[config.mk]
export PLATFORM = sky130hd
export DESIGN_NAME = iic_cfg_seq
export DESIGN_NICKNAME = d
export VERILOG_FILES = /design/src/rtl/iic_cfg_seq.sv
export SDC_FILE = /design/constraint.sdc
export NUM_CORES = 1
export LEC_CHECK = 0
export CAP_MARGIN = 40
export CORE_MARGIN = 4
export CORE_UTILIZATION = 60
export CTS_CLUSTER_SIZE = 24
export DETAILED_ROUTE_END_ITERATION = 10
export DONT_BUFFER_PORTS = 1
export HOLD_SLACK_MARGIN = 0.15
export PLACE_DENSITY = 0.79
export REMOVE_ABC_BUFFERS = 1
export SYNTH_ARGS = -nofsm -noshare
export SYNTH_HDL_FRONTEND = slang
export SYNTH_SLANG_ARGS = --single-unit
[constraint.sdc]
create_clock -name clk_i -period 3 [get_ports clk_i]
set_clock_uncertainty 0.1 [all_clocks]
set_input_delay 0.75 -clock clk_i [delete_from_list [all_inputs] [get_ports clk_i]]
set_output_delay 0.75 -clock clk_i [all_outputs]
set_load 0.05 [all_outputs]
[src/rtl/iic_cfg_seq.sv]
// Table-driven configuration sequencer: walks a synchronous config ROM and issues
// one iic_drive transaction per entry, with retry on NACK/verify mismatch.
module iic_cfg_seq #(
  parameter logic [7:0] DEV_ADDR  = 8'h78,
  parameter int         TBL_AW    = 8,
  parameter int         MAX_RETRY = 3,
  parameter int         BUSY_TO   = 16
) (
  input  logic              clk_i,
  input  logic              rst_n,
  input  logic              cfg_start,
  output logic [TBL_AW-1:0] tbl_addr,
  input  logic [25:0]       tbl_data,
  output logic              drv_start_en,
  output logic              drv_wr_rd_flag,
  output logic [7:0]        drv_dev_addr,
  output logic [15:0]       drv_register,
  output logic [7:0]        drv_data_byte,
  input  logic              drv_busy,
  input  logic              drv_err,
  input  logic [7:0]        drv_rd_data,
  output logic              cfg_busy,
  output logic              cfg_done,
  output logic              cfg_fail,
  output logic [TBL_AW-1:0] fail_idx
);

  localparam int RW = $clog2(MAX_RETRY + 1);
  localparam int TW = $clog2(BUSY_TO + 1);
  localparam logic [RW-1:0]     RETRY_LIM = RW'(MAX_RETRY);
  localparam logic [TW-1:0]     TO_LAST   = TW'(BUSY_TO - 1);
  localparam logic [TBL_AW-1:0] TBL_LAST  = '1;

  localparam logic [1:0] OP_WR  = 2'b00;
  localparam logic [1:0] OP_RD  = 2'b01;
  localparam logic [1:0] OP_DLY = 2'b10;

  typedef enum logic [3:0] {
    IDLE, FETCH, DECODE, ISSUE, WAIT_HI, WAIT_LO, CHECK, DELAY, DONE, FAIL
  } state_t;

  state_t          state;
  logic [RW-1:0]   retry;
  logic [TW-1:0]   to_cnt;
  logic [15:0]     dly_cnt;
  logic [1:0]      entry_op;
  logic [7:0]      entry_data;
  logic            xact_bad;
  logic            adv;
  logic            retry_req;

  assign drv_dev_addr = DEV_ADDR;
  assign xact_bad = drv_err || ((entry_op == OP_RD) && (drv_rd_data != entry_data));

  // adv: step to the next table entry; retry_req: the current entry failed an attempt
  always_comb begin
    adv       = 1'b0;
    retry_req = 1'b0;
    case (state)
      DECODE:  adv = (tbl_data[25:24] == OP_DLY) && (tbl_data[23:8] == 16'd0);
      DELAY:   adv = (dly_cnt == 16'd1);
      CHECK: begin
        adv       = !xact_bad;
        retry_req = xact_bad;
      end
      WAIT_HI: retry_req = !drv_busy && (to_cnt == TO_LAST);
      default: begin
        adv       = 1'b0;
        retry_req = 1'b0;
      end
    endcase
  end

  always_ff @(posedge clk_i) begin
    if (!rst_n) begin
      state          <= IDLE;
      tbl_addr       <= '0;
      fail_idx       <= '0;
      retry          <= '0;
      to_cnt         <= '0;
      dly_cnt        <= '0;
      entry_op       <= OP_WR;
      entry_data     <= '0;
      drv_start_en   <= 1'b0;
      drv_wr_rd_flag <= 1'b0;
      drv_register   <= '0;
      drv_data_byte  <= '0;
      cfg_busy       <= 1'b0;
      cfg_done       <= 1'b0;
      cfg_fail       <= 1'b0;
    end else begin
      cfg_done <= 1'b0;
      case (state)
        IDLE: begin
          if (cfg_start) begin
            tbl_addr <= '0;
            retry    <= '0;
            cfg_fail <= 1'b0;
            cfg_busy <= 1'b1;
            state    <= FETCH;
          end
        end
        FETCH: state <= DECODE;
        DECODE: begin
          entry_op   <= tbl_data[25:24];
          entry_data <= tbl_data[7:0];
          case (tbl_data[25:24])
            OP_WR: begin
              drv_register   <= tbl_data[23:8];
              drv_data_byte  <= tbl_data[7:0];
              drv_wr_rd_flag <= 1'b0;
              state          <= ISSUE;
            end
            OP_RD: begin
              drv_register   <= tbl_data[23:8];
              drv_wr_rd_flag <= 1'b1;
              state          <= ISSUE;
            end
            OP_DLY: begin
              dly_cnt <= tbl_data[23:8];
              state   <= DELAY;
            end
            default: begin
              cfg_done <= 1'b1;
              cfg_busy <= 1'b0;
              state    <= DONE;
            end
          endcase
        end
        ISSUE: begin
          drv_start_en <= 1'b1;
          to_cnt       <= '0;
          state        <= WAIT_HI;
        end
        WAIT_HI: begin
          if (drv_busy) begin
            drv_start_en <= 1'b0;
            state        <= WAIT_LO;
          end else begin
            to_cnt <= to_cnt + 1'b1;
          end
        end
        WAIT_LO: if (!drv_busy) state <= CHECK;
        CHECK:   state <= CHECK;
        DELAY:   dly_cnt <= dly_cnt - 16'd1;
        DONE:    state <= IDLE;
        FAIL:    state <= IDLE;
        default: state <= IDLE;
      endcase

      // Running off the end of the table without an end marker is a failure
      if (adv) begin
        if (tbl_addr == TBL_LAST) begin
          fail_idx <= TBL_LAST;
          cfg_fail <= 1'b1;
          cfg_busy <= 1'b0;
          state    <= FAIL;
        end else begin
          tbl_addr <= tbl_addr + 1'b1;
          retry    <= '0;
          state    <= FETCH;
        end
      end

      if (retry_req) begin
        drv_start_en <= 1'b0;
        if (retry < RETRY_LIM) begin
          retry <= retry + 1'b1;
          state <= ISSUE;
        end else begin
          fail_idx <= tbl_addr;
          cfg_fail <= 1'b1;
          cfg_busy <= 1'b0;
          state    <= FAIL;
        end
      end
    end
  end

endmodule

* Word level (Yosys, flattened, before mapping) *
Index checks and enable logic that the tools add are counted.
Widths: inputs -> output; s select.

operators by class
  $add $sub $neg = 4
  magnitude comparators = 1
  equality and inequality tests = 21
  muxes and demuxes = 46
  bitwise operators = 1
  reductions and logical operators = 23

operators with widths
  cell                   number
  $mux 8                 8
  $pmux 16 s2            1
  $pmux 4 s8             1
  $mux 4                 7
  $eq 16x1->1 const B    1
  $eq 4x3->1 const B     4
  $logic_not 16->1       1
  $mux 16                1
  $sub 16x1->16 const B  1
  $mux 1                 14
  $reduce_and 2->1       7
  $mux 2                 6
  $ne 4x4->1 const B     3
  $pmux 5 s2             1
  $add 8x1->8 const B    1
  $eq 4x2->1 const B     2
  $eq 8x8->1 const B     1
  $ne 8x8->1             1
  $pmux 1 s2             4
  $pmux 4 s2             1
  $ne 2x2->1 const B     3
  $reduce_bool 2->1      3
  $add 5x1->5 const B    1
  $eq 5x4->1 const B     1
  other kinds (17)       22

storage, ports and cells
  bits in registers = 82
  bits of input ports = 39
  output and inout port bits = 53
  word-level logic and storage cells = 111

* Logic depth before layout (Yosys ltp) *
Gate-level depths: netlist of run 1.

  depth after elaboration = 8
  mapped depth = 9
  depth with buffers taken out = 9

* Worst setup path after synthesis of run 1 *
OpenSTA, ideal clock, no wires.

  path type = input to register
  start point = input drv_rd_data[7]
  end point = register tbl_addr[3]
  library setup time = 0.074 ns
  data arrival time = 2.233 ns
  data required time = 2.826 ns
  slack = 0.592 ns
  stages = 6
  buffers on the path = 0
  cells stage by stage = xor2_1 -> nor4_1 -> a21boi_0 -> o21ba_2 -> or4_1 -> a31oi_1

between the ends
  cells in the longest elaborated chain, start to end = 6

ends and longest elaborated chain
  what                    line  source
  start: declaration      21    input logic [7:0] drv_rd_data,
  $ne 8x8->1              53    assign xact_bad = drv_err || ((entry_op == OP_RD) && (drv_rd_data != entry_data));
  $logic_and 1x1->1       53
  $logic_or 1x1->1        53
  $logic_not 1->1         63    adv = !xact_bad;
  $pmux 1 s3              59    case (state)
  $mux 8                  152   if (adv) begin
  end signal: assignment  159   tbl_addr <= tbl_addr + 1'b1;
  end: declaration        12    output logic [TBL_AW-1:0] tbl_addr,

No other way between the ends.
A chain may end at the register's enable or synchronous reset.

* Worst setup path after layout of run 1 *
  start point = register state[0]
  end point = register dly_cnt[12]

between the ends
  cells in the longest elaborated chain, start to end = 3
  elaborated cells on any way between the ends = 6
  those cells by class = eq/ne: 3; mux: 1; reduce/logical: 2

ends and longest elaborated chain
  what                                                                     line  source
  start: declaration                                                       42    state_t state;
  start signal: assignment                                                 76    state <= IDLE;
  start signal: assignment                                                 100   state <= FETCH;
  start signal: assignment                                                 103   FETCH: state <= DECODE;
  $eq 4x2->1 / $eq 4x3->1 (equally long branches)                          93    case (state)
  $ne 2x2->1 (no source line) / $reduce_bool 2->1 (equally long branches)  --
  $reduce_and 2->1 (no source line)                                        --
  end signal: assignment                                                   120   dly_cnt <= tbl_data[23:8];
  end signal: assignment                                                   145   DELAY: dly_cnt <= dly_cnt - 16'd1;
  end: declaration                                                         45    logic [15:0] dly_cnt;

Parallel ways exist; a longest one is shown, timed or not.

==> summary.txt, run 1 <==
Mux cell area share after synthesis: 0.00537
Final Hold Fails: 0
Detail-routed via count per cell: 6.31
Worst-path maximum fanout: 15
Maxcap violations: 0
First-pass GRT wire length: 15.4 mm
Vias in the first global route: 3323
Fin Setup TNS: 0 ns
Share of the yosys chip area belonging to registers: 0.415
Startpoint types: flop
Area of the core: 0.00639 mm^2
Final ANT Viol Nets: 0
CP Capture Type: flop
Leak Pwr: 0.00152 uW
Ys flop type: dfxtp_1
Routed WL: 9.47 mm
Number of post-CTS setup repair buffers: 0
Post-Syn Area: 0.00396 mm^2
Cts repair resizes: 0
Status: finished, final reports clean
Synth Area in Simple Gates: 0.239
Detailed placer's ending HPWL: 6.62 mm
Htree depth: 3
CP peak stage delay: 0.64 ns
CTS tree: yes
Num Clock Sinks: 82
Overall routing resource usage: 0.243
Setup CP Type: reg2reg
# IOs: 92
Hold WC Path Type: reg2reg
Post-synthesis xor/xnor area fraction: 0.0243
Clock Tree Buf Depth: 2
Largest family of logic cells by synthesized area: simple AND/OR/NAND/NOR gates
DRT iter0 DRCs: 243
PwrDens: 698 mW/mm^2
Post-synthesis adder-cell area fraction: 0.0190
First-pass detailed-route iteration total: 5
Overflow after GRT: 0
RePlAce Congestion: 0.911
Chip height: 89.2 um
DR vias: 3661
Drt drc: 0
CP Launch Point: state[0]
Peak VDD IR: 0.439 mV
Clock insertion delay at the later pin of the skew report: 0.34 ns
CTS hold repair buffers: 0
Slew Limit Fails: 0
Die Width: 89.2 um
Row cnt: 29
DR WL/cell: 16.3 um
Worst Hold Launch: entry_op[0]
Final Cycle Share: 0.838
Slowest-stage cell, CP: dfxtp_1
Most common cell after layout, fill and taps aside: nand2_1
Layout cell share with drive strength beyond 1: 0.0835
Slew HR: 0.504
P&R area growth vs syn: 6.79%
Reg2reg start: state[0]
Cells after Synth: 503
Crit-path cells: nand4b_1 > nor3b_1 > and2_1 > nand2_1 > o311ai_0 > a31oi_1
Synth cell types: 61
Fin nets: 544
Post-synth ARST share: 0
Number of synthesized flops with an enable pin: 0
Final Critical Period: 2.51 ns
# setup viols final: 0
Root Driver: clkbuf_8
CTS Buf Count: 9
CP arrival: 2.61 ns
Fmax: 398 MHz
Avg Cell Area, Syn: 7.87 um^2
Initial antenna violation count: 0
Compound-Gate Fraction of Synth Area: 0.233
Syn. warnings: 0
Reg clk slew, reported paths: 0.08 ns
Most frequent cells in the layout: 88 x nand2_1, 83 x a21oi_1, 82 x dfxtp_1, 31 x nor2_1, 29 x o21ai_0
Die ar.: 0.00796 mm^2
Ant diodes: 0
Synth Register Bits: 82
Total power: 2950 uW
Hold Slack: 0.360 ns
Worst slew pin tran: 0.743 ns
RSZ-0062 raised after global routing: no
Largest net degree at the start of global routing: 36
Starting Density: 0.620
Critical path required time: 3.10 ns
I/O Buffers: 0
-- logic make-up after synthesis --
logic type	count (synthesis)
flip-flops	82
AND/OR/NAND/NOR	192
other	2
adder cells (fa/ha/maj)	6
multiplexers	2
AO/OA/AOI/OAI	156
buffers and inverters	52
XOR/XNOR	11
-- Yosys cell counts (2+ instances only) --
master | instances | area share
nor2_1 | 31 | 0.029
a2111oi_0 | 3 | 0.0066
a31oi_1 | 5 | 0.0079
or4b_1 | 2 | 0.0051
buf_4 | 10 | 0.019
a221oi_1 | 2 | 0.0044
a211o_1 | 2 | 0.0044
xor2_1 | 10 | 0.022
dfxtp_1 | 82 | 0.41
buf_2 | 4 | 0.0051
o311ai_0 | 5 | 0.011
a21boi_0 | 2 | 0.0038
o211ai_1 | 6 | 0.011
conb_1 | 2 | 0.0019
nor4_1 | 10 | 0.016
or3_1 | 6 | 0.0095
nand2b_1 | 3 | 0.0047
and2_1 | 2 | 0.0032
a211oi_1 | 2 | 0.0038
nand4_1 | 6 | 0.0095
and4_1 | 2 | 0.0044
nand3b_1 | 2 | 0.0038
nor3_1 | 8 | 0.010
clkbuf_1 | 25 | 0.024
or4_1 | 3 | 0.0057
and3_1 | 3 | 0.0047
inv_1 | 11 | 0.010
o21ai_0 | 29 | 0.037
nand2_1 | 88 | 0.083
o211a_1 | 2 | 0.0051
o221ai_1 | 2 | 0.0044
nor2b_1 | 5 | 0.0079
ha_1 | 6 | 0.019
a21oi_1 | 83 | 0.10
nand3_1 | 13 | 0.016
-- metal layers --
metal  global-route usage  share of wire  routed length [um]
met4               0.0677         0.0087                  82
met2                0.400           0.48                4570
met5                    0              0                   0
met1                0.316           0.41                3840
met3               0.0627           0.10                 980
-- layout make-up --
class,count,area (um^2)
clock buffers,10,128
clock inverters,5,80.1
fillers,547,2160
inverters,12,45.0
multi-input cells,375,2100
flip-flops and latches,82,1640
well taps,77,96.3
repair buffers,19,143
-- flip-flops by register name (all words and copies together), names as in the netlist --
name,cells
drv_wr_rd_flag,1
to_cnt,5
cfg_done,1
entry_data,8
drv_data_byte,8
state,4
entry_op,2
drv_start_en,1
dly_cnt,16
tbl_addr,8
retry,2
fail_idx,8
cfg_fail,1
drv_register,16
cfg_busy,1
-- worst max-delay path: cells and delay by family, from the launching register on --
kind | cells | cell delay, ns
compound gates | 2 | 0.47
flops | 1 | 0.64
simple gates | 4 | 1.15
-- worst paths after layout --
| path | end | slack, ns | cells past startpoint |
|---|---|---|---|
| max | dly_cnt[12] | 0.49 | 6 |
| min | entry_op[0] | 0.36 | 2 |
| max reg2reg | dly_cnt[12] | 0.49 | 6 |
| min reg2reg | entry_op[0] | 0.36 | 2 |
-- metrics by stage --
stage	instance area, um^2	utilization	instances	setup WS (ns)
final	4230	0.662	580	0.486
after global placement	4020	0.630	565	0.306
after global routing	4230	0.662	580	0.339
after CTS	4230	0.662	580	0.552
after detailed placement	4020	0.630	565	0.249
after floorplan	3780	-	469	0.441
-- where the power goes --
part           internal [uW]  switching, uW  leakage (uW)
Sequential              1200            269      0.000663
Clock                    463            380     0.0000984
Combinational            244            393      0.000757
Total                   1910           1040       0.00152
Power figures use the tool's default switching activity.
==> inputs of run 2 (changes only) <==
- CORE_UTILIZATION: 60 -> 57
- PLACE_DENSITY: 0.79 -> 0.78
- clock period: 3 -> 2.2 ns (I/O delays scaled with it)
==> run 2 against run 1 <==
Combinational power up 87%. Register-to-register slack worse by 0.45 ns. Cell area up 9.3%. Sequential power up 33%. Clock power up 32%. Non-clock buffer count up 37. Utilization up 2.2 points. Critical path depth unchanged. Worst hold slack worse by 0.14 ns. Wire length up 7.4%. Setup slack worse by 0.45 ns. Critical endpoint is now tbl_addr[3]. Final cell count up 7.1%.
==> summary.txt, run 2 (synthesis results as in run 1) <==
Status: finished, final reports clean (unchanged)
CP peak stage delay: 0.49 ns (was 0.64 ns)
Drt drc: 0 (unchanged)
Biggest regs: dly_cnt (16), drv_register (16) (unchanged)
Ant diodes: 0 (unchanged)
Layout cell share with drive strength beyond 1: 0.177 (was 0.0835)
Worst-path maximum fanout: 4 (was 15)
Placed cell areas: 0.00428 mm^2 (was 0.00402 mm^2)
# setup viols final: 0 (unchanged)
Most common cell after layout, fill and taps aside: nand2_1 (unchanged)
Root Driver: clkbuf_8 (unchanged)
I/O Buffers: 0 (unchanged)
Num Clock Sinks: 82 (unchanged)
Total power: 4250 uW (was 2950 uW)
Final Hold Fails: 0 (unchanged)
Fin nets: 581 (was 544)
DR WL/cell: 16.4 um (was 16.3 um)
Cell total after placement: 602 (was 565)
R2R setup slack: 0.03 ns (was 0.49 ns)
Overall routing resource usage: 0.243 (about the same)
Leak Pwr: 0.00173 uW (was 0.00152 uW)
Area of the core: 0.00676 mm^2 (was 0.00639 mm^2)
First-pass detailed-route iteration total: 5 (unchanged)
Slew HR: 0.630 (was 0.504)
DR vias: 3808 (was 3661)
First-pass GRT wire length: 16.7 mm (was 15.4 mm)
CTS Buf Count: 9 (unchanged)
Starting Density: 0.586 (was 0.620)
Worst slew pin tran: 0.552 ns (was 0.743 ns)
CTS hold repair buffers: 0 (unchanged)
Largest net degree at the start of global routing: 39 (was 36)
Overflow after GRT: 0 (unchanged)
Worst r2r path cells: 6 (unchanged)
Peak VDD IR: 0.514 mV (was 0.439 mV)
Routed WL: 10.2 mm (was 9.47 mm)
Row cnt: 30 (was 29)
Worst Hold Launch: tbl_data[21] (was entry_op[0])
Capture point of the worst reg-to-reg path: tbl_addr[3] (was dly_cnt[12])
Final Cycle Share: 0.986 (was 0.838)
Detail-routed via count per cell: 6.13 (was 6.31)
Final ANT Viol Nets: 0 (unchanged)
Vias in the first global route: 3644 (was 3323)
DRT iter0 DRCs: 103 (was 243)
Clock Tree Buf Depth: 2 (unchanged)
RePlAce Congestion: 0.877 (was 0.911)
Die ar.: 0.00834 mm^2 (was 0.00796 mm^2)
Startpoint types: flop (unchanged)
Worst path bufs/invs: 0 (unchanged)
Htree depth: 3 (unchanged)
Clock insertion delay at the later pin of the skew report: 0.35 ns (was 0.34 ns)
Hold Path Depth: 2 (unchanged)
Initial antenna violation count: 0 (unchanged)
Slew Limit Fails: 0 (unchanged)
Reg clk slew, reported paths: 0.08 ns (about the same)
# fillers: 555 (was 547)
Hold WC Path Type: in2reg (was reg2reg)
Hold EP: drv_register[13] (was entry_op[0])
Fmax: 461 MHz (was 398 MHz)
Critical path required time: 2.38 ns (was 3.10 ns)
Most frequent cells in the layout: 88 x nand2_1, 82 x a21oi_1, 80 x dfxtp_1, 52 x buf_4, 29 x nor2_1 (was 88 x nand2_1, 83 x a21oi_1, 82 x dfxtp_1, 31 x nor2_1, 29 x o21ai_0)
Final Critical Period: 2.17 ns (was 2.51 ns)
Die Width: 91.4 um (was 89.2 um)
Final std cells w/o fill: 621 (was 580)
P&R area growth vs syn: 16.8% (was 6.79%)
PwrDens: 920 mW/mm^2 (was 698 mW/mm^2)
Maxcap violations: 0 (unchanged)
CP Capture Type: flop (unchanged)
CP arrival: 2.35 ns (was 2.61 ns)
# IOs: 92 (unchanged)
Crit-path cells: nor4b_4 > nand3b_2 > o32ai_4 > o21ba_4 > or4_1 > a31oi_1 (was nand4b_1 > nor3b_1 > and2_1 > nand2_1 > o311ai_0 > a31oi_1)
Slowest-stage cell, CP: or4_1 (was dfxtp_1)
Area of the multi-input gates: 0.00220 mm^2 (was 0.00210 mm^2)
Reg area: 0.00164 mm^2 (about the same)
RSZ-0062 raised after global routing: yes (was no)
Chip height: 91.4 um (was 89.2 um)
Cell area after layout: 0.00462 mm^2 (was 0.00423 mm^2)
Reg2reg start: state[0] (unchanged)
Top delay family on crit path: simple AND/OR/NAND/NOR gates (unchanged)
CTS tree: yes (unchanged)
Detailed placer's ending HPWL: 7.14 mm (was 6.62 mm)
Setup CP Type: reg2reg (unchanged)
## run 2: where the power goes
group | switching, uW | total, uW | internal (uW)
combinational | 670 | 1190 | 517
clock | 527 | 1110 | 587
sequential | 311 | 1950 | 1640
total | 1510 | 4250 | 2750
## run 2: per-layer routing
metal	global-route usage	share of wire	vias up
li1	-	-	1852
met1	0.296	0.42	1794
met2	0.392	0.48	131
met3	0.0713	0.069	31
met4	0.116	0.030	0
met5	0	0	-
## run 2: worst register-to-register path, cell delays in order (launching register included)
cell      delay (ns)
dfxtp_1         0.35
nor4b_4         0.33
nand3b_2        0.15
o32ai_4         0.34
o21ba_4         0.21
or4_1           0.50
a31oi_1         0.13
## run 2: layout make-up
class,instances,area share
Inverter,12,0.00974
Sequential cell,82,0.356
Clock buffer,12,0.0335
Multi-Input combinational cell,375,0.476
Tap cell,80,0.0216
Timing Repair Buffer,56,0.0933
Clock inverter,4,0.0106
## run 2: worst max path at each step
| stage | depth (start not counted) | startpoint | slack [ns] | endpoint |
|---|---|---|---|---|
| floorplan | 6 | state[1] | -0.36 | tbl_addr[3] |
| global placement | 7 | drv_rd_data[6] | -0.23 | tbl_addr[3] |
| detailed placement | 7 | tbl_data[16] | -0.28 | tbl_addr[3] |
| CTS | 8 | state[3] | 0.02 | fail_idx[5] |
| global route | 6 | state[0] | -0.07 | tbl_addr[3] |
| finish | 6 | state[0] | 0.03 | tbl_addr[3] |
## run 2: timing repair
item | in CTS | in global routing
pin swaps | 0 | 6
cloned | 0 | 1
gates resized for setup | 3 | 29
buffers inserted | 0 | 2
endpoints found under the setup margin | 3 | 39
## run 2: per-stage QoR
| stage | hold WS, ns | setup WS [ns] | setup TNS [ns] | utilization |
|---|---|---|---|---|
| after detailed placement | 0.355 | -0.275 | -3.54 | 0.634 |
| after floorplan | 0.332 | -0.359 | -3.80 | - |
| after global placement | 0.339 | -0.230 | -2.96 | 0.634 |
| after CTS | 0.207 | 0.0202 | 0 | 0.667 |
| after global routing | 0.205 | -0.0729 | -0.157 | 0.684 |
| final | 0.222 | 0.0318 | 0 | 0.684 |
